### config.mk
export PLATFORM = sky130hd
export DESIGN_NAME = seq_divider
export DESIGN_NICKNAME = d
export VERILOG_FILES = /design/src/rtl/seq_divider.sv
export SDC_FILE = /design/constraint.sdc
export NUM_CORES = 1
export LEC_CHECK = 0
export CORE_MARGIN = 3
export CORE_UTILIZATION = 25
export DETAILED_ROUTE_END_ITERATION = 8
export HOLD_SLACK_MARGIN = 0.1
export PLACE_DENSITY_LB_ADDON = 0.05
export SYNTH_ARGS = -nofsm -noshare
export SYNTH_HDL_FRONTEND = slang
export SYNTH_SLANG_ARGS = --single-unit
### constraint.sdc
create_clock -name clk -period 2.09 [get_ports clk]
set_input_delay 0.418 -clock clk [delete_from_list [all_inputs] [get_ports clk]]
set_output_delay 0.418 -clock clk [all_outputs]
set_load 0.02 [all_outputs]
### src/rtl/seq_divider.sv
// seq_divider: multi-cycle radix-2 restoring integer divider.
//
// One quotient bit is produced per clock. Operands are captured when start
// is accepted in IDLE; signed or unsigned operation is selected per
// transaction by signed_mode. Results and status flags are registered and
// held until the next completion.
//
// Ports:
//   clk          rising-edge clock
//   rst          synchronous active-high reset (priority over start)
//   start        division request, sampled only in IDLE
//   signed_mode  operands are two's complement when 1 (captured with start)
//   dividend     numerator (captured with start)
//   divisor      denominator (captured with start)
//   quotient     registered quotient, held until next completion
//   remainder    registered remainder, held until next completion
//   ready        one-cycle pulse when new results become visible
//   busy         high from the cycle after accept until ready
//   div_by_zero  last completed operation divided by zero
//   overflow     last completed operation was signed MIN / -1
module seq_divider #(
  parameter int unsigned WIDTH = 8
) (
  input  logic             clk,
  input  logic             rst,
  input  logic             start,
  input  logic             signed_mode,
  input  logic [WIDTH-1:0] dividend,
  input  logic [WIDTH-1:0] divisor,
  output logic [WIDTH-1:0] quotient,
  output logic [WIDTH-1:0] remainder,
  output logic             ready,
  output logic             busy,
  output logic             div_by_zero,
  output logic             overflow
);

  localparam int unsigned CW = $clog2(WIDTH + 1);
  localparam logic [WIDTH-1:0] MIN_NEG = {1'b1, {(WIDTH-1){1'b0}}};

  typedef enum logic [1:0] {
    IDLE = 2'd0,
    CALC = 2'd1,
    FIX  = 2'd2
  } state_t;

  state_t           state;
  logic [WIDTH:0]   prem;    // partial remainder
  logic [WIDTH-1:0] qsh;     // dividend magnitude shifting out, quotient shifting in
  logic [WIDTH-1:0] dmag;    // divisor magnitude
  logic [CW-1:0]    cnt;     // iterations remaining
  logic             neg_q;
  logic             neg_r;
  logic             dbz;
  logic             ovf;

  logic             dvd_neg;
  logic             dvs_neg;
  logic [WIDTH-1:0] dvd_mag;
  logic [WIDTH-1:0] dvs_mag;
  logic [WIDTH+1:0] shifted;
  logic [WIDTH:0]   trial;
  logic             keep;
  logic [WIDTH-1:0] q_fix;
  logic [WIDTH-1:0] r_fix;

  // Operand magnitudes; the most negative value maps to 2^(WIDTH-1), which fits unsigned.
  always_comb begin
    dvd_neg = signed_mode & dividend[WIDTH-1];
    dvs_neg = signed_mode & divisor[WIDTH-1];
    dvd_mag = dvd_neg ? (~dividend) + WIDTH'(1) : dividend;
    dvs_mag = dvs_neg ? (~divisor) + WIDTH'(1) : divisor;
  end

  // One restoring step: shift in the next dividend bit, then trial-subtract.
  always_comb begin
    shifted = {prem, qsh[WIDTH-1]};
    keep    = (shifted >= {2'b00, dmag});
    trial   = shifted[WIDTH:0] - {1'b0, dmag};
  end

  // Sign correction applied to the unsigned quotient/remainder.
  always_comb begin
    q_fix = neg_q ? (~qsh) + WIDTH'(1) : qsh;
    r_fix = neg_r ? (~prem[WIDTH-1:0]) + WIDTH'(1) : prem[WIDTH-1:0];
  end

  // Control FSM and datapath registers.
  always_ff @(posedge clk) begin
    if (rst) begin
      state       <= IDLE;
      quotient    <= '0;
      remainder   <= '0;
      ready       <= 1'b0;
      busy        <= 1'b0;
      div_by_zero <= 1'b0;
      overflow    <= 1'b0;
      prem        <= '0;
      qsh         <= '0;
      dmag        <= '0;
      cnt         <= '0;
      neg_q       <= 1'b0;
      neg_r       <= 1'b0;
      dbz         <= 1'b0;
      ovf         <= 1'b0;
    end else begin
      ready <= 1'b0;
      unique case (state)
        IDLE: begin
          if (start) begin
            busy  <= 1'b1;
            neg_q <= dvd_neg ^ dvs_neg;
            neg_r <= dvd_neg;
            prem  <= '0;
            dmag  <= dvs_mag;
            cnt   <= CW'(WIDTH);
            ovf   <= signed_mode && (dividend == MIN_NEG) && (divisor == '1);
            if (divisor == '0) begin
              // Skip iterations; keep the raw dividend for the remainder.
              dbz   <= 1'b1;
              qsh   <= dividend;
              state <= FIX;
            end else begin
              dbz   <= 1'b0;
              qsh   <= dvd_mag;
              state <= CALC;
            end
          end
        end
        CALC: begin
          prem <= keep ? trial : shifted[WIDTH:0];
          qsh  <= {qsh[WIDTH-2:0], keep};
          cnt  <= cnt - CW'(1);
          if (cnt == CW'(1)) begin
            state <= FIX;
          end
        end
        FIX: begin
          if (dbz) begin
            quotient  <= '1;
            remainder <= qsh;
          end else if (ovf) begin
            quotient  <= MIN_NEG;
            remainder <= '0;
          end else begin
            quotient  <= q_fix;
            remainder <= r_fix;
          end
          div_by_zero <= dbz;
          overflow    <= ovf;
          ready       <= 1'b1;
          busy        <= 1'b0;
          state       <= IDLE;
        end
        default: begin
          state <= IDLE;
        end
      endcase
    end
  end

endmodule

==> results_dict.tcl, run 1 <==
set metrics [dict create \
    syn_area_um2 3310 \
    r2r-end "prem[4]$_SDFFE_PP0P_" \
    cts_tree "done" \
    row_count 41 \
    hold_depth 2 \
    fp.dieH_um 121 \
    whs_endpoint "overflow$_SDFFE_PP0P_" \
    yosysSeqAreaShare_pct 33.3 \
    synth_cells 418 \
    tightest_slew_ps 652 \
    drive_gt1_share_pct 15.3 \
    worst_skew_pair.late_latency_ps 290 \
    grt_pass1_wl_um 15900 \
    cts-hold-fix-buffers 0 \
    cp-end-kind "flip-flop" \
    ff2ff_setup_slack_ps 160 \
    io_buffers 39 \
    path_clk_slew_ps 70 \
    routed_wl_um 9420 \
    fmax_ghz 0.517 \
    hp-start "overflow$_SDFFE_PP0P_" \
    crit_fanout 6 \
    initial_utilization_pct 25.9 \
    maxCapViolations 0 \
    syn_to_final_growth_pct 32.8 \
    multi_input_area_um2 2040 \
    critPathKind "flip-flop to flip-flop" \
    cts_setup_buffers 0 \
    async_reset_ff_share_pct 0 \
    syn_nets 454 \
    setup_viol 0 \
    period_share_pct 92.5 \
    ys.flop_type "dfxtp_1" \
    antenna_cells 0 \
    synth.avg_cell_area_um2 7.91 \
    slew_violations 0 \
    hpwl_um 7430 \
    grt_pass1_vias 3038 \
    finalCriticalPeriod_ps 1930 \
    relSlewSlack_pct 56.4 \
    hold_class "flip-flop to flip-flop" \
    final.setup_skew_ps 3.93 \
    fin_nets 520 \
    pin_count 40 \
    cts_root_buf "clkbuf_16" \
    ys_warn_count 0 \
    place_area_um2 4160 \
    drt_iter0_markers 160 \
    seq_area_um2 1100 \
    cts_made_buffers 5 \
    pwr_density_cell_nw_per_um2 807 \
    gp_congestion 0.746 \
    ys_types 57 \
    postRouteAntennaNets 0 \
    grt_max_degree 26 \
    p_leak_nw 1.69 \
    drt_drc_violations_left 0 \
    gr-total-overflow 0 \
    die_area_um2 14600 \
    r2r_cells 10 \
    synth_edf_count 0 \
    whs_ps 460 \
    h-tree-depth 2 \
    grt_usage_pct 13.5 \
    ir_worst_vdd_mv 0.300 \
    wl_per_cell_um 14.4 \
    clkSinkCount 55 \
    avgViaCountPerCell 4.70 \
    antenna_found_initial 0 \
    num_vias 3086 \
    clock_path_buffers 2 \
    die_w_um 121 \
    final_area_um2 4390 \
    start_kind "flip-flop" \
    core_um2 12800 \
    required_ps 2250 \
    cp_data_arrival_time_ps 2100 \
    outcome "completed" \
    first_pass_iters 4 \
    reg2reg_from "qsh[7]$_SDFFE_PP0P_" \
    ys_ff_latch 55 \
    hold_violations 0 \
    fillCellCount 1335 \
]
[logic make-up after synthesis]
group / after synthesis / synth area share [%]
xor gates and xnor gates: 24 / 6.36
DFF: 55 / 33.3
buffers and inverters: 54 / 6.43
adders and majority gates: 16 / 6.28
muxes: 10 / 3.10
and+or+nand+nor: 149 / 21.8
AOI/OAI and AO/OA: 110 / 22.7
[registers in the layout, indices dropped and copies added, names as in the netlist]
name / cells
ovf: 1
busy: 1
overflow: 1
div_by_zero: 1
dmag: 8
quotient: 8
ready: 1
qsh: 8
neg_q: 1
neg_r: 1
dbz: 1
prem: 9
state: 2
cnt: 4
remainder: 8
[per-stage QoR]
stage	utilization [%]	instances	power (mW)	TNS, ps	setup WS [ps]
4_1_cts	33.9	655	3.47	0	36.5
6_report	34.4	656	3.54	0	156
2_1_floorplan	-	418	2.01	0	96.0
3_5_place_dp	32.6	648	2.51	-2680	-371
3_3_place_gp	32.6	648	2.51	-2580	-348
5_1_grt	34.4	656	3.79	-3.07	-3.07
[worst max-delay path: stages (launching register included)]
cell and delay (ps):
dfxtp_1 310, inv_1 70, ha_1 160, inv_1 50
fa_2 350, nand3_2 90, and3_4 180, o211a_4 200
buf_12 130, mux2i_1 180, o21ai_0 90
[Yosys cell counts (8+ instances only)]
library cell,count,area [µm²]
xor2_1,11,96.3
xnor2_1,13,114
mux2i_1,8,80.1
ha_1,15,188
clkbuf_1,25,93.8
nand2_1,34,128
o21ai_0,23,115
a21oi_1,30,150
nor3_1,14,70.1
dfxtp_1,55,1100
nor2_1,53,199
inv_1,25,93.8
o31ai_1,10,75.1
a211oi_1,9,67.6
[worst max-delay path by stage]
stage | from | end | slack [ps] | depth (start not counted)
finish | qsh[7]$_SDFFE_PP0P_ | prem[4]$_SDFFE_PP0P_ | 160 | 10
CTS | dmag[6]$_SDFFE_PP0P_ | prem[6]$_SDFFE_PP0P_ | 40 | 7
detailed placement | divisor[1] | qsh[2]$_SDFFE_PP0P_ | -370 | 8
global placement | divisor[0] | qsh[2]$_SDFFE_PP0P_ | -350 | 8
floorplan | qsh[7]$_SDFFE_PP0P_ | prem[1]$_SDFFE_PP0P_ | 100 | 10
global route | divisor[1] | qsh[2]$_SDFFE_PP0P_ | -3 | 8
[area by class of cell]
class | instances | share of cell area (%)
Timing Repair Buffer | 88 | 17.8
Inverter | 25 | 2.14
Sequential cell | 55 | 25.1
Tap cell | 172 | 4.90
Clock inverter | 1 | 0.684
Multi-Input combinational cell | 309 | 46.4
Clock buffer | 6 | 2.94
[power by group]
part | switching (mW) | leakage, nW | total, mW | internal, mW
Sequential | 0.0996 | 0.450 | 1.24 | 1.14
Clock | 0.371 | 0.0769 | 0.931 | 0.560
Combinational | 0.653 | 1.17 | 1.37 | 0.720
Total | 1.12 | 1.69 | 3.54 | 2.42
[metal layers]
| layer | vias up | share of wire [%] | track usage [%] |
|---|---|---|---|
| li1 | 1614 | - | - |
| met1 | 1408 | 51 | 19.7 |
| met2 | 58 | 44 | 20.7 |
| met3 | 6 | 3.7 | 1.91 |
| met4 | 0 | 1.2 | 3.40 |
| met5 | - | 0 | 0 |
[cells in the final DEF, fill, tap and decap left out, types with 2 or more instances in the layout]
cell type and instances:
dfxtp_1 54, nor2_1 53, buf_4 47, clkdlybuf4s50_1 38
nand2_1 34, a21oi_1 30, inv_1 25, o21ai_0 23
ha_1 15, nor3_1 14, xnor2_1 13, xor2_1 11
o31ai_1 10, a211oi_1 9, mux2i_1 8, nor2b_1 7
nand2b_1 7, a22oi_1 6, a221oi_1 6, clkbuf_16 6
nand4_1 5, a311oi_1 4, nand3_1 4, and3_1 3
nor4_1 3, or3_1 3, o31a_1 2, nand4b_1 2
o221ai_1 2, mux2_2 2, o21a_1 2, nand3b_1 2
or4_4 2, a32oi_1 2
[what timing repair did]
item | in CTS | in global routing
cloned | 0 | 1
gates resized for setup | 2 | 9
pin swaps | 0 | 1
setup endpoints to repair | 4 | 9
Note: power is estimated with default switching activity, not from simulation.
==> inputs of run 2 (changes only) <==
==> constraint.sdc (replaced) <==
create_clock -name clk -period 2.5 [get_ports clk]
set_input_delay 0.5 -clock clk [delete_from_list [all_inputs] [get_ports clk]]
set_output_delay 0.5 -clock clk [all_outputs]
set_load 0.02 [all_outputs]
==> results_dict.tcl, run 2 (synthesized netlist as in run 1, its figures left out) <==
set metrics [dict create \
    setup_tns_ps 0 \
    hold_violations 0 \
    tightest_slew_ps 599 \
    pwr_density_cell_nw_per_um2 663 \
    cts_tree "done" \
    path_clk_slew_ps 70 \
    period_share_pct 89.6 \
    io_buffers 39 \
    syn_to_final_growth_pct 23.3 \
    largest_reg_flops 9 \
    row_count 41 \
    num_vias 2917 \
    fmax_ghz 0.447 \
    antenna_cells 0 \
    cts.repair.resized 0 \
    seqPwrFrac_pct 38.7 \
    r2r-end "prem[6]$_SDFFE_PP0P_" \
    relSlewSlack_pct 60.0 \
    rsz0062_at_grt "no" \
    hold_class "flip-flop to flip-flop" \
    cp_data_arrival_time_ps 2410 \
    hpwl_um 6930 \
    p_leak_nw 1.52 \
    maxCapViolations 0 \
    outcome "completed" \
    avgViaCountPerCell 4.67 \
    reg2reg_from "prem[4]$_SDFFE_PP0P_" \
    core_um2 12800 \
    layout.cells.non_filler 624 \
    first_pass_iters 4 \
    setup_viol 0 \
    clock_path_buffers 2 \
    finalCriticalPeriod_ps 2240 \
    drt_drc_violations_left 0 \
    die_w_um 121 \
    fp.dieH_um 121 \
    clkSinkCount 55 \
    setup.worst_path.start "prem[4]$_SDFFE_PP0P_" \
    seq_area_um2 1100 \
    pwr-share-comb_pct 33.7 \
    cts_root_buf "clkbuf_16" \
    antenna_found_initial 0 \
    r2r_cells 6 \
    start_kind "flip-flop" \
    pin_count 40 \
    wl_per_cell_um 14.3 \
    critPathKind "flip-flop to flip-flop" \
    postRouteAntennaNets 0 \
    grt_pass1_vias 2808 \
    p_int_mw 1.82 \
    die_area_um2 14600 \
    fin_nets 487 \
    fillCellCount 1359 \
    multi_input_area_um2 1990 \
    initial_utilization_pct 25.9 \
    grt_max_degree 29 \
    swShare_pct 32.6 \
    drt_iter0_markers 160 \
    final_common_cell "dfxtp_1" \
    largest_register "prem" \
    gp_congestion 0.766 \
    crit_fanout 8 \
    gr-total-overflow 0 \
    routed_wl_um 8900 \
    cp-end-kind "flip-flop" \
    finalCoreUtilization_pct 31.9 \
    worst_skew_pair.late_latency_ps 290 \
    drive_gt1_share_pct 7.52 \
    h-tree-depth 2 \
    grt_pass1_wl_um 14800 \
    ir_worst_vdd_mv 0.233 \
    final_cell_mix "dfxtp_1 (55), nor2_1 (53), clkdlybuf4s50_1 (38)" \
    numPlacedInstances 616 \
    p_sw_uw 883 \
    ff2ff_setup_slack_ps 260 \
    cts_made_buffers 5 \
    power_frac_clock_pct 27.6 \
    slew_violations 0 \
    grt_usage_pct 12.6 \
    cts_setup_buffers 0 \
    crit_end "prem[6]$_SDFFE_PP0P_" \
    cts-hold-fix-buffers 0 \
    required_ps 2670 \
    final.setup_skew_ps 3.49 \
]
## run 2: cell count changes in the layout (fill, tap and decap cells not counted), sizes merged
| cell | change |
|---|---|
| clkbuf | +1 |
| bufinv | -1 |
| buf | -32 |
## run 2: worst min-delay path by stage
stage	slack, ps	to	from	depth (start not counted)
2_1_floorplan	430	prem[8]$_SDFFE_PP0P_	prem[8]$_SDFFE_PP0P_	2
3_3_place_gp	440	div_by_zero$_SDFFE_PP0P_	div_by_zero$_SDFFE_PP0P_	2
3_5_place_dp	450	div_by_zero$_SDFFE_PP0P_	div_by_zero$_SDFFE_PP0P_	2
4_1_cts	460	div_by_zero$_SDFFE_PP0P_	div_by_zero$_SDFFE_PP0P_	2
5_1_grt	470	div_by_zero$_SDFFE_PP0P_	div_by_zero$_SDFFE_PP0P_	2
6_report	460	overflow$_SDFFE_PP0P_	overflow$_SDFFE_PP0P_	2
## run 2: critical path, cell delays in order (launching register included)
cell and delay, ps:
dfxtp_1 510, ha_1 380, and3b_1 220, a2111oi_0 520, o311ai_0 240, mux2i_1 180, o21ai_0 80
## run 2: power groups by stage
stage	clock network (mW)	registers (mW)	logic (mW)
after detailed placement	0	1.07	0.923
after global placement	0	1.07	0.927
final	0.745	1.05	0.911
after global routing	0.816	1.06	1.02
after CTS	0.785	1.05	0.926
after floorplan	0	1.05	0.631
## run 2: final cells by class
cell class                      count  area share, %
Clock buffer                        8           3.84
Inverter                           25           2.30
Multi-Input combinational cell    309           48.9
Sequential cell                    55           27.0
Tap cell                          172           5.28
Timing Repair Buffer               55           12.7
## run 2: through the flow
step | cell area (µm²) | setup slack [ps] | hold WS, ps | power, mW
6_report | 4080 | 260 | 456 | 2.70
5_1_grt | 4080 | 24.1 | 468 | 2.90
4_1_cts | 4080 | 203 | 460 | 2.76
3_5_place_dp | 3920 | -45.1 | 450 | 1.99
3_3_place_gp | 3920 | -18.7 | 445 | 2.00
2_1_floorplan | 3310 | 506 | 426 | 1.68
## run 2: layer usage
layer  vias to the layer above  share of wire, %  track usage [%]
met4                         0               1.1             3.19
met1                      1305                52             18.7
met2                        54                44             19.1
met3                         6               3.1             1.86
met5                         -                 0                0
li1                       1552                 -                -
